**src/rtl/rvv_frontend_issue_buf_pkg.sv**
```systemverilog
// -----------------------------------------------------------------------------
// rvv_frontend_issue_buf_pkg
// Shared definitions for the RVS-side vector issue staging buffer.
//   `ISSUE_LANE  : lanes presented per cycle to the vector command queue
//   `NUM_DE_INST : decoded instructions per cycle on the backend side
//   `NUM_CORE_IN : instructions accepted per cycle from the scalar pipeline
//   INST_t       : one staged vector instruction (pc + raw encoding)
//   popcnt8      : population count used for lane-prefix push/pop counts
// The macros are guarded so that a project-wide definition takes precedence.
// -----------------------------------------------------------------------------
`ifndef ISSUE_LANE
`define ISSUE_LANE 4
`endif
`ifndef NUM_DE_INST
`define NUM_DE_INST 2
`endif
`ifndef NUM_CORE_IN
`define NUM_CORE_IN 2
`endif

package rvv_frontend_issue_buf_pkg;

    localparam int ISSUE_LANE  = `ISSUE_LANE;
    localparam int NUM_CORE_IN = `NUM_CORE_IN;

    typedef struct packed {
        logic [31:0] pc;
        logic [31:0] bits;
    } INST_t;

    // Lane counts never exceed 8, so an 8-bit mask covers every caller.
    function automatic logic [3:0] popcnt8(input logic [7:0] mask);
        logic [3:0] n;
        n = 4'd0;
        for (int k = 0; k < 8; k++) begin
            n = n + {3'b000, mask[k]};
        end
        return n;
    endfunction

endpackage

```
**src/rtl/rvv_frontend_issue_buf_ptr_ctrl.sv**
```systemverilog
// -----------------------------------------------------------------------------
// rvv_frontend_issue_buf_ptr_ctrl
// Pointer/occupancy controller for the issue staging buffer. Owns the read and
// write pointers (index bits plus one wrap bit), derives the occupancy, the
// lane-prefix issue valids and accept readies, and advances the pointers by
// the number of completed handshakes.
// Ports:
//   i_clk, i_rst_n   : clock, asynchronous active-low reset
//   i_core_valid     : scalar-side valid per input lane (prefix)
//   i_cq_ready       : command-queue ready per issue lane (prefix)
//   i_stop, i_flush  : trap freeze / discard-all
//   o_rd_idx,o_wr_idx: storage indices of oldest entry / next free slot
//   o_issue_valid    : lane valids towards the command queue
//   o_accept_ready   : per-lane accept towards the scalar pipeline
//   o_push_en        : per-lane write strobe (valid && ready)
//   o_empty          : no instruction buffered
// -----------------------------------------------------------------------------
module rvv_frontend_issue_buf_ptr_ctrl
    import rvv_frontend_issue_buf_pkg::*;
#(
    parameter int DEPTH       = 8,
    parameter int NUM_CORE_IN = 2,
    parameter int N_LANE      = 4
)(
    input  logic                       i_clk,
    input  logic                       i_rst_n,
    input  logic [NUM_CORE_IN-1:0]     i_core_valid,
    input  logic [N_LANE-1:0]          i_cq_ready,
    input  logic                       i_stop,
    input  logic                       i_flush,
    output logic [$clog2(DEPTH)-1:0]   o_rd_idx,
    output logic [$clog2(DEPTH)-1:0]   o_wr_idx,
    output logic [N_LANE-1:0]          o_issue_valid,
    output logic [NUM_CORE_IN-1:0]     o_accept_ready,
    output logic [NUM_CORE_IN-1:0]     o_push_en,
    output logic                       o_empty
);

    localparam int IDX_W = $clog2(DEPTH);
    localparam int PTR_W = IDX_W + 1;

    logic [PTR_W-1:0] r_rd_ptr;
    logic [PTR_W-1:0] r_wr_ptr;
    logic [PTR_W-1:0] w_count;
    logic [PTR_W-1:0] w_free;
    logic [7:0]       w_pop_ext;
    logic [7:0]       w_push_ext;
    logic [3:0]       w_pop_n;
    logic [3:0]       w_push_n;

    // The wrap bit makes wr - rd the exact occupancy, including full (== DEPTH).
    assign w_count = r_wr_ptr - r_rd_ptr;
    assign w_free  = PTR_W'(DEPTH) - w_count;

    // Lane-prefix valids/readies from registered occupancy only; ready is not
    // credited with same-cycle pops, and valid never looks at the CQ ready.
    always_comb begin
        o_issue_valid  = '0;
        o_accept_ready = '0;
        for (int i = 0; i < N_LANE; i++) begin
            if ((w_count > PTR_W'(i)) && !i_stop) begin
                o_issue_valid[i] = 1'b1;
            end else begin
                o_issue_valid[i] = 1'b0;
            end
        end
        for (int j = 0; j < NUM_CORE_IN; j++) begin
            if ((w_free > PTR_W'(j)) && !i_stop && !i_flush && i_rst_n) begin
                o_accept_ready[j] = 1'b1;
            end else begin
                o_accept_ready[j] = 1'b0;
            end
        end
    end

    assign o_push_en = i_core_valid & o_accept_ready;

    // Widen handshake masks so the shared 8-bit popcount can size them.
    always_comb begin
        w_pop_ext                    = 8'd0;
        w_push_ext                   = 8'd0;
        w_pop_ext[N_LANE-1:0]        = o_issue_valid & i_cq_ready;
        w_push_ext[NUM_CORE_IN-1:0]  = o_push_en;
    end

    assign w_pop_n  = popcnt8(w_pop_ext);
    assign w_push_n = popcnt8(w_push_ext);

    // Pointer update: flush drops everything (pops ignored), stop freezes both.
    always_ff @(posedge i_clk or negedge i_rst_n) begin
        if (!i_rst_n) begin
            r_rd_ptr <= '0;
            r_wr_ptr <= '0;
        end else if (i_flush) begin
            r_rd_ptr <= r_wr_ptr;
            r_wr_ptr <= r_wr_ptr;
        end else if (i_stop) begin
            r_rd_ptr <= r_rd_ptr;
            r_wr_ptr <= r_wr_ptr;
        end else begin
            r_rd_ptr <= r_rd_ptr + PTR_W'(w_pop_n);
            r_wr_ptr <= r_wr_ptr + PTR_W'(w_push_n);
        end
    end

    assign o_rd_idx = r_rd_ptr[IDX_W-1:0];
    assign o_wr_idx = r_wr_ptr[IDX_W-1:0];
    assign o_empty  = (w_count == '0);

endmodule

```
**src/rtl/rvv_frontend_issue_buf.sv**
```systemverilog
// -----------------------------------------------------------------------------
// rvv_frontend_issue_buf
// RVS-side transmitter for the vector command queue. Stages up to NUM_CORE_IN
// vector instructions per cycle from the scalar pipeline in an in-order
// circular buffer and presents up to `ISSUE_LANE of them per cycle using the
// lane-prefix valid/ready protocol. Trap stop freezes issue and accept; flush
// discards all buffered instructions.
// Ports:
//   clk, rst_n          : clock, asynchronous active-low reset
//   inst_valid_core     : scalar-side valid per lane (prefix)
//   inst_core           : scalar-side instructions
//   inst_ready_core     : per-lane accept
//   insts_valid_rvs2cq  : lane valid to command queue (prefix, oldest on lane 0)
//   insts_rvs2cq        : lane instruction to command queue
//   insts_ready_cq2rvs  : command-queue lane ready (prefix)
//   stop_issue          : trap pending, freeze issue and accept
//   flush_issue         : discard all buffered instructions
//   empty               : buffer holds no instructions
//   stall_cnt           : (RVV_ISSUE_STALL_CNT_EN only) saturating count of
//                         cycles with lane 0 valid but not ready
// Optional feature macro: RVV_ISSUE_STALL_CNT_EN
// -----------------------------------------------------------------------------
module rvv_frontend_issue_buf
    import rvv_frontend_issue_buf_pkg::*;
#(
    parameter int DEPTH       = 8,
    parameter int NUM_CORE_IN = rvv_frontend_issue_buf_pkg::NUM_CORE_IN
)(
    input  logic                       clk,
    input  logic                       rst_n,
    input  logic [NUM_CORE_IN-1:0]     inst_valid_core,
    input  INST_t                      inst_core [NUM_CORE_IN],
    output logic [NUM_CORE_IN-1:0]     inst_ready_core,
    output logic [ISSUE_LANE-1:0]      insts_valid_rvs2cq,
    output INST_t                      insts_rvs2cq [ISSUE_LANE],
    input  logic [ISSUE_LANE-1:0]      insts_ready_cq2rvs,
    input  logic                       stop_issue,
    input  logic                       flush_issue,
    output logic                       empty
`ifdef RVV_ISSUE_STALL_CNT_EN
    ,
    output logic [31:0]                stall_cnt
`endif
);

    localparam int IDX_W = $clog2(DEPTH);

    INST_t                    r_entries [DEPTH];
    logic [IDX_W-1:0]         w_rd_idx;
    logic [IDX_W-1:0]         w_wr_idx;
    logic [ISSUE_LANE-1:0]    w_issue_valid;
    logic [NUM_CORE_IN-1:0]   w_accept_ready;
    logic [NUM_CORE_IN-1:0]   w_push_en;
    logic                     w_empty;

    rvv_frontend_issue_buf_ptr_ctrl #(
        .DEPTH       (DEPTH),
        .NUM_CORE_IN (NUM_CORE_IN),
        .N_LANE      (ISSUE_LANE)
    ) u_rvv_issue_ptr_ctrl (
        .i_clk          (clk),
        .i_rst_n        (rst_n),
        .i_core_valid   (inst_valid_core),
        .i_cq_ready     (insts_ready_cq2rvs),
        .i_stop         (stop_issue),
        .i_flush        (flush_issue),
        .o_rd_idx       (w_rd_idx),
        .o_wr_idx       (w_wr_idx),
        .o_issue_valid  (w_issue_valid),
        .o_accept_ready (w_accept_ready),
        .o_push_en      (w_push_en),
        .o_empty        (w_empty)
    );

    // Storage write: lane j lands at wr_idx + j; accepted lanes form a prefix,
    // so slots stay contiguous. Contents are don't-care after reset.
    always_ff @(posedge clk) begin
        for (int j = 0; j < NUM_CORE_IN; j++) begin
            if (w_push_en[j]) begin
                r_entries[IDX_W'(w_wr_idx + IDX_W'(j))] <= inst_core[j];
            end
        end
    end

    // Issue read: lane i shows entry rd_idx + i (mod DEPTH), oldest on lane 0.
    always_comb begin
        for (int i = 0; i < ISSUE_LANE; i++) begin
            insts_rvs2cq[i] = r_entries[IDX_W'(w_rd_idx + IDX_W'(i))];
        end
    end

    assign insts_valid_rvs2cq = w_issue_valid;
    assign inst_ready_core    = w_accept_ready;
    assign empty              = w_empty;

`ifdef RVV_ISSUE_STALL_CNT_EN
    logic [31:0] r_stall_cnt;

    // Back-pressure counter: lane 0 offered but refused; saturates, flush clears.
    always_ff @(posedge clk or negedge rst_n) begin
        if (!rst_n) begin
            r_stall_cnt <= 32'd0;
        end else if (flush_issue) begin
            r_stall_cnt <= 32'd0;
        end else if (w_issue_valid[0] && !insts_ready_cq2rvs[0]
                     && (r_stall_cnt != 32'hFFFF_FFFF)) begin
            r_stall_cnt <= r_stall_cnt + 32'd1;
        end else begin
            r_stall_cnt <= r_stall_cnt;
        end
    end

    assign stall_cnt = r_stall_cnt;
`endif

endmodule

```
**config.mk**
```make
export PLATFORM = sky130hd
export DESIGN_NAME = rvv_frontend_issue_buf
export DESIGN_NICKNAME = d
export VERILOG_FILES = /design/src/rtl/rvv_frontend_issue_buf_pkg.sv /design/src/rtl/rvv_frontend_issue_buf_ptr_ctrl.sv /design/src/rtl/rvv_frontend_issue_buf.sv
export SDC_FILE = /design/constraint.sdc
export NUM_CORES = 1
export LEC_CHECK = 0
export ABC_AREA = 0
export BUFFER_PORTS_ARGS = -buffer_cell sky130_fd_sc_hd__buf_2
export CAP_MARGIN = 20
export CORE_MARGIN = 2
export CORE_UTILIZATION = 54
export DETAILED_ROUTE_END_ITERATION = 7
export PLACE_DENSITY = 0.78
export REMOVE_ABC_BUFFERS = 1
export SLEW_MARGIN = 20
export SYNTH_ARGS = -nofsm -noshare
export SYNTH_HDL_FRONTEND = slang
export SYNTH_HIERARCHICAL = 1
export SYNTH_SLANG_ARGS = --single-unit
```
**constraint.sdc**
```tcl
create_clock -name clk -period 6.9 [get_ports clk]
set_input_delay 1.38 -clock clk [delete_from_list [all_inputs] [get_ports clk]]
set_output_delay 1.38 -clock clk [all_outputs]
set_load 0.1 [all_outputs]
```
Word level (Yosys, flattened, before mapping)
Memory sizes are Yosys's and may differ from the RTL's.
Cells that the tools add are included.
{"block": "classes", "add_sub_neg": 12, "n_lt_le_gt_ge": 6, "eq_ne": 1, "n_mux": 12, "n_bitwise": 4, "n_reduce_logical": 14}
{"operator": "$gt 4x1->1 const B", "n": 4}
{"operator": "$logic_and 1x1->1", "n": 10}
{"operator": "$mux 1", "n": 10}
{"operator": "$add 4x1->4", "n": 2}
{"operator": "$add 4x4->4", "n": 2}
{"operator": "$gt 4x2->1 const B", "n": 2}
{"operator": "$mux 4", "n": 2}
{"operator": "$add 3x1->3 const B", "n": 2}
{"operator": "$add 3x2->3 const B", "n": 2}
{"operator": "$add 1x1->2", "n": 2}
{"operator": "$and 4x4->4", "n": 1}
{"operator": "$logic_not 4->1", "n": 1}
{"operator": "$sub 4x4->4", "n": 1}
{"operator": "$sub 4x4->4 const A", "n": 1}
{"operator": "$and 2x2->2", "n": 1}
{"operator": "$logic_not 1->1", "n": 2}
{"operator": "$ne 2x1->1 const B", "n": 1}
{"operator": "$not 1->1", "n": 2}
{"operator": "$reduce_and 2->1", "n": 1}
{"block": "totals", "regBits": 8, "mem_bits_rw": 512, "elab_cells": 52, "n_memories": 1}
{"name": "r_entries", "words": 8, "word_bits": 64, "read_ports": 4, "rd_ports_with_merged_regs": 0, "wr": 2, "line": "rvv_frontend_issue_buf.sv:48", "text": "INST_t r_entries [DEPTH];"}

Longest topological paths before layout
{"block": "logic_depth", "depth_word": 11, "ltp_mapped": 14}

By module
The synthesis kept the hierarchy.
{"module": "rvv_frontend_issue_buf", "instances": 1, "cells_per_inst": 2199, "area_per_inst_um2": 33821.2, "seq_area_each_um2": 15374.7}
{"module": "rvv_frontend_issue_buf_ptr_ctrl", "instances": 1, "cells_per_inst": 89, "area_per_inst_um2": 818.3, "seq_area_each_um2": 200.2}

Worst setup path after synthesis
OpenSTA, ideal clock, no wires.
{"block": "synth_path", "path_kind": "in2reg", "from": "input port stop_issue", "to": "memory r_entries[2][0] (netlist bit), enable pin", "t_arrival_ps": 7183, "required_ps": 6316, "slack_ps": -868, "path_stages": 6, "n_path_buf": 1, "path_cell_list": "buf_2 -> nor2_1 -> nand2_1 -> nor3b_1 -> nand2_1 -> o32ai_1"}
{"element": "start: declaration", "line": "rvv_frontend_issue_buf.sv:37", "text": "input logic stop_issue,"}
{"element": "end: declaration", "line": "rvv_frontend_issue_buf.sv:48"}

==> flow_summary.ini <==
[status]
status = complete, no violations

[floorplan]
start_util = 0.548
pin_count = 401
core-area_um2 = 63200
rows = 92
fp.dieArea_um2 = 66200
die_x_um = 257
die_h_um = 257

[route]
drt_iter0_drc = 2457
drt-wirelength-per-cell_um = 28.4
antenna_left = 0
vias = 23515
drt_wl_total_um = 100000
drt_pass1_iterations = 7
via_per_inst = 6.66
drc = 0

[yosys]
yosys_register_bits = 520
ys.flop_type = edfxtp_1
syn_area_um2 = 34600
syn_avg_cell_area_um2 = 15.1
synth-xor-area-share = 0.00386
synth_cell_type_count = 42
async_flop_share = 0.0154
synth_top_family_by_area = multiplexers
yosysSeqAreaShare = 0.450
synthCells = 2288
synth_adder_area_share = 0.00578
yosys.area_share.simple = 0.0494
synth-edff-count = 512
synth-compound-area-share = 0.00408
yosys_warnings = 6
synthTopCellsByArea = edfxtp_1 (44%), mux2_2 (25%), mux4_2 (21%), nor2_1 (2.2%), nand2_1 (2.2%)
synth.area.mux_share = 0.459
synth_top_area_share = 0.444
yosysMostFrequentCell = mux2_2
yosysTopAreaCell = edfxtp_1
synth_common_cells = mux2_2 (772), edfxtp_1 (512), mux4_2 (320)

[clock_tree]
htree_num_levels = 2
clock_latency_ps = 630
clk_pin_slew_worst_paths_ps = 60
postCtsSetupRepairBufs = 0
cts_buffers = 56
cts_hold_buf = 0
cts.sinks = 520
post_cts_resized = 0
cts.root.buffer_cell = clkbuf_16
clk_path_buf_depth = 3
cts_tree = yes

[final_layout]
drive_gt1_frac = 0.620
fin_nets = 2763
area_growth_pct = 13.8

[worst_setup_path]
crit_fanout = 64
crit_path_end_kind = primary output
critPathRequiredTime_ps = 5520
startpoint_type = register
arrival_ps = 4610
worstSetupPathType = reg2out

[placed_design]
gp_congestion = 0.840
place_ws_ps = 1640
hpwlAfterDp_um = 61300
portBuffers = 400

[global_routing]
grt_pass1_vias = 24208
gr-total-overflow = 0
grt_pass1_wl_um = 148000
grt_max_degree = 156
antenna_found_initial = 30
gr-usage-all-layers = 0.298

[timing]
fin_crit_ps = 5990
fin_tns_setup_ps = 0
rsz0062_at_grt = no
clock.fmax_ghz = 0.167
finalHoldViolCount = 0
fin_worst_skew_ps = 38.6
timing.final.max_slew_violations = 0
tightest_slew_ps = 1070
relSlewSlack = 0.290
post-route-period-util = 0.868
setup_viol = 0
layout_setup_ws_ps = 910

[run]
cap_violations = 0

[min_path]
hold_class = reg2reg
==> logic make-up after synthesis <==
logic type,Yosys count
XOR/XNOR,11
AND/OR/NAND/NOR,433
adder cells (fa/ha/maj),13
flip-flops,520
buffers and inverters,197
multiplexers,1092
AO/OA/AOI/OAI,22
==> critical path, stage by stage (launching register included) <==
cell and delay (ps):
dfrtp_4 1030, inv_4 60, ha_4 560, clkinv_2 730
buf_4 650, mux4_2 440, buf_2 420
==> per-stage QoR <==
| stage | std cells | utilization | hold WS (ps) | cell area, um^2 |
|---|---|---|---|---|
| floorplan | 2102 | - | 475 | 33700 |
| global placement | 3398 | 0.593 | 492 | 37500 |
| detailed placement | 3399 | 0.594 | 518 | 37500 |
| CTS | 3503 | 0.622 | 530 | 39300 |
| global route | 3522 | 0.623 | 544 | 39400 |
| finish | 3530 | 0.624 | 526 | 39400 |
==> cell usage in the layout, fill, tap and decap left out, drive strengths merged, types with 5 or more instances in the layout <==
master,n
nor2,206
nand2,200
buf,452
dfrtp,8
xor2,5
bufinv,7
mux2,772
inv,11
clkinv,30
mux4,320
fa,5
clkbuf,67
xnor2,6
diode,26
ha,8
a21oi,6
edfxtp,512
==> area by class of cell <==
cell class                      instances  area, um^2
Inverter                               11        45.0
Antenna cell                           26        65.1
Fill cell                            4621       23800
Clock inverter                         37         352
Multi-Input combinational cell       1571       18300
Clock buffer                           67        1440
Timing Repair Buffer                  452        2590
Tap cell                              846        1060
Sequential cell                       520       15600
==> sequential cells by signal, summed over array words and instances, names as in the netlist <==
name	cells
r_entries	512
u_rvv_issue_ptr_ctrl/r_wr_ptr	4
u_rvv_issue_ptr_ctrl/r_rd_ptr	4
==> layer usage <==
layer  up-vias  track usage  part of all wire
met5         -            0           0.00079
met4        12        0.117             0.036
met3       237       0.0559             0.089
met2      1337        0.496              0.49
met1     12142        0.389              0.38
li1       9787            -                 -
==> final timing paths <==
kind,end,slack (ps),startpoint,cells after the start
setup / recovery,insts_rvs2cq[191],910,u_rvv_issue_ptr_ctrl/r_rd_ptr[1],6
hold / removal,u_rvv_issue_ptr_ctrl/r_wr_ptr[3],530,u_rvv_issue_ptr_ctrl/r_wr_ptr[3],1
setup reg to reg,r_entries[1][4],1730,u_rvv_issue_ptr_ctrl/r_rd_ptr[1],10
hold reg to reg,u_rvv_issue_ptr_ctrl/r_wr_ptr[3],530,u_rvv_issue_ptr_ctrl/r_wr_ptr[3],1
max in group asynchronous,u_rvv_issue_ptr_ctrl/r_rd_ptr[1],6040,rst_n,1
min in group asynchronous,u_rvv_issue_ptr_ctrl/r_rd_ptr[0],630,rst_n,1
Power is not shown: default switching activity piles up to over one toggle a cycle in this logic, so the estimate is an artifact.
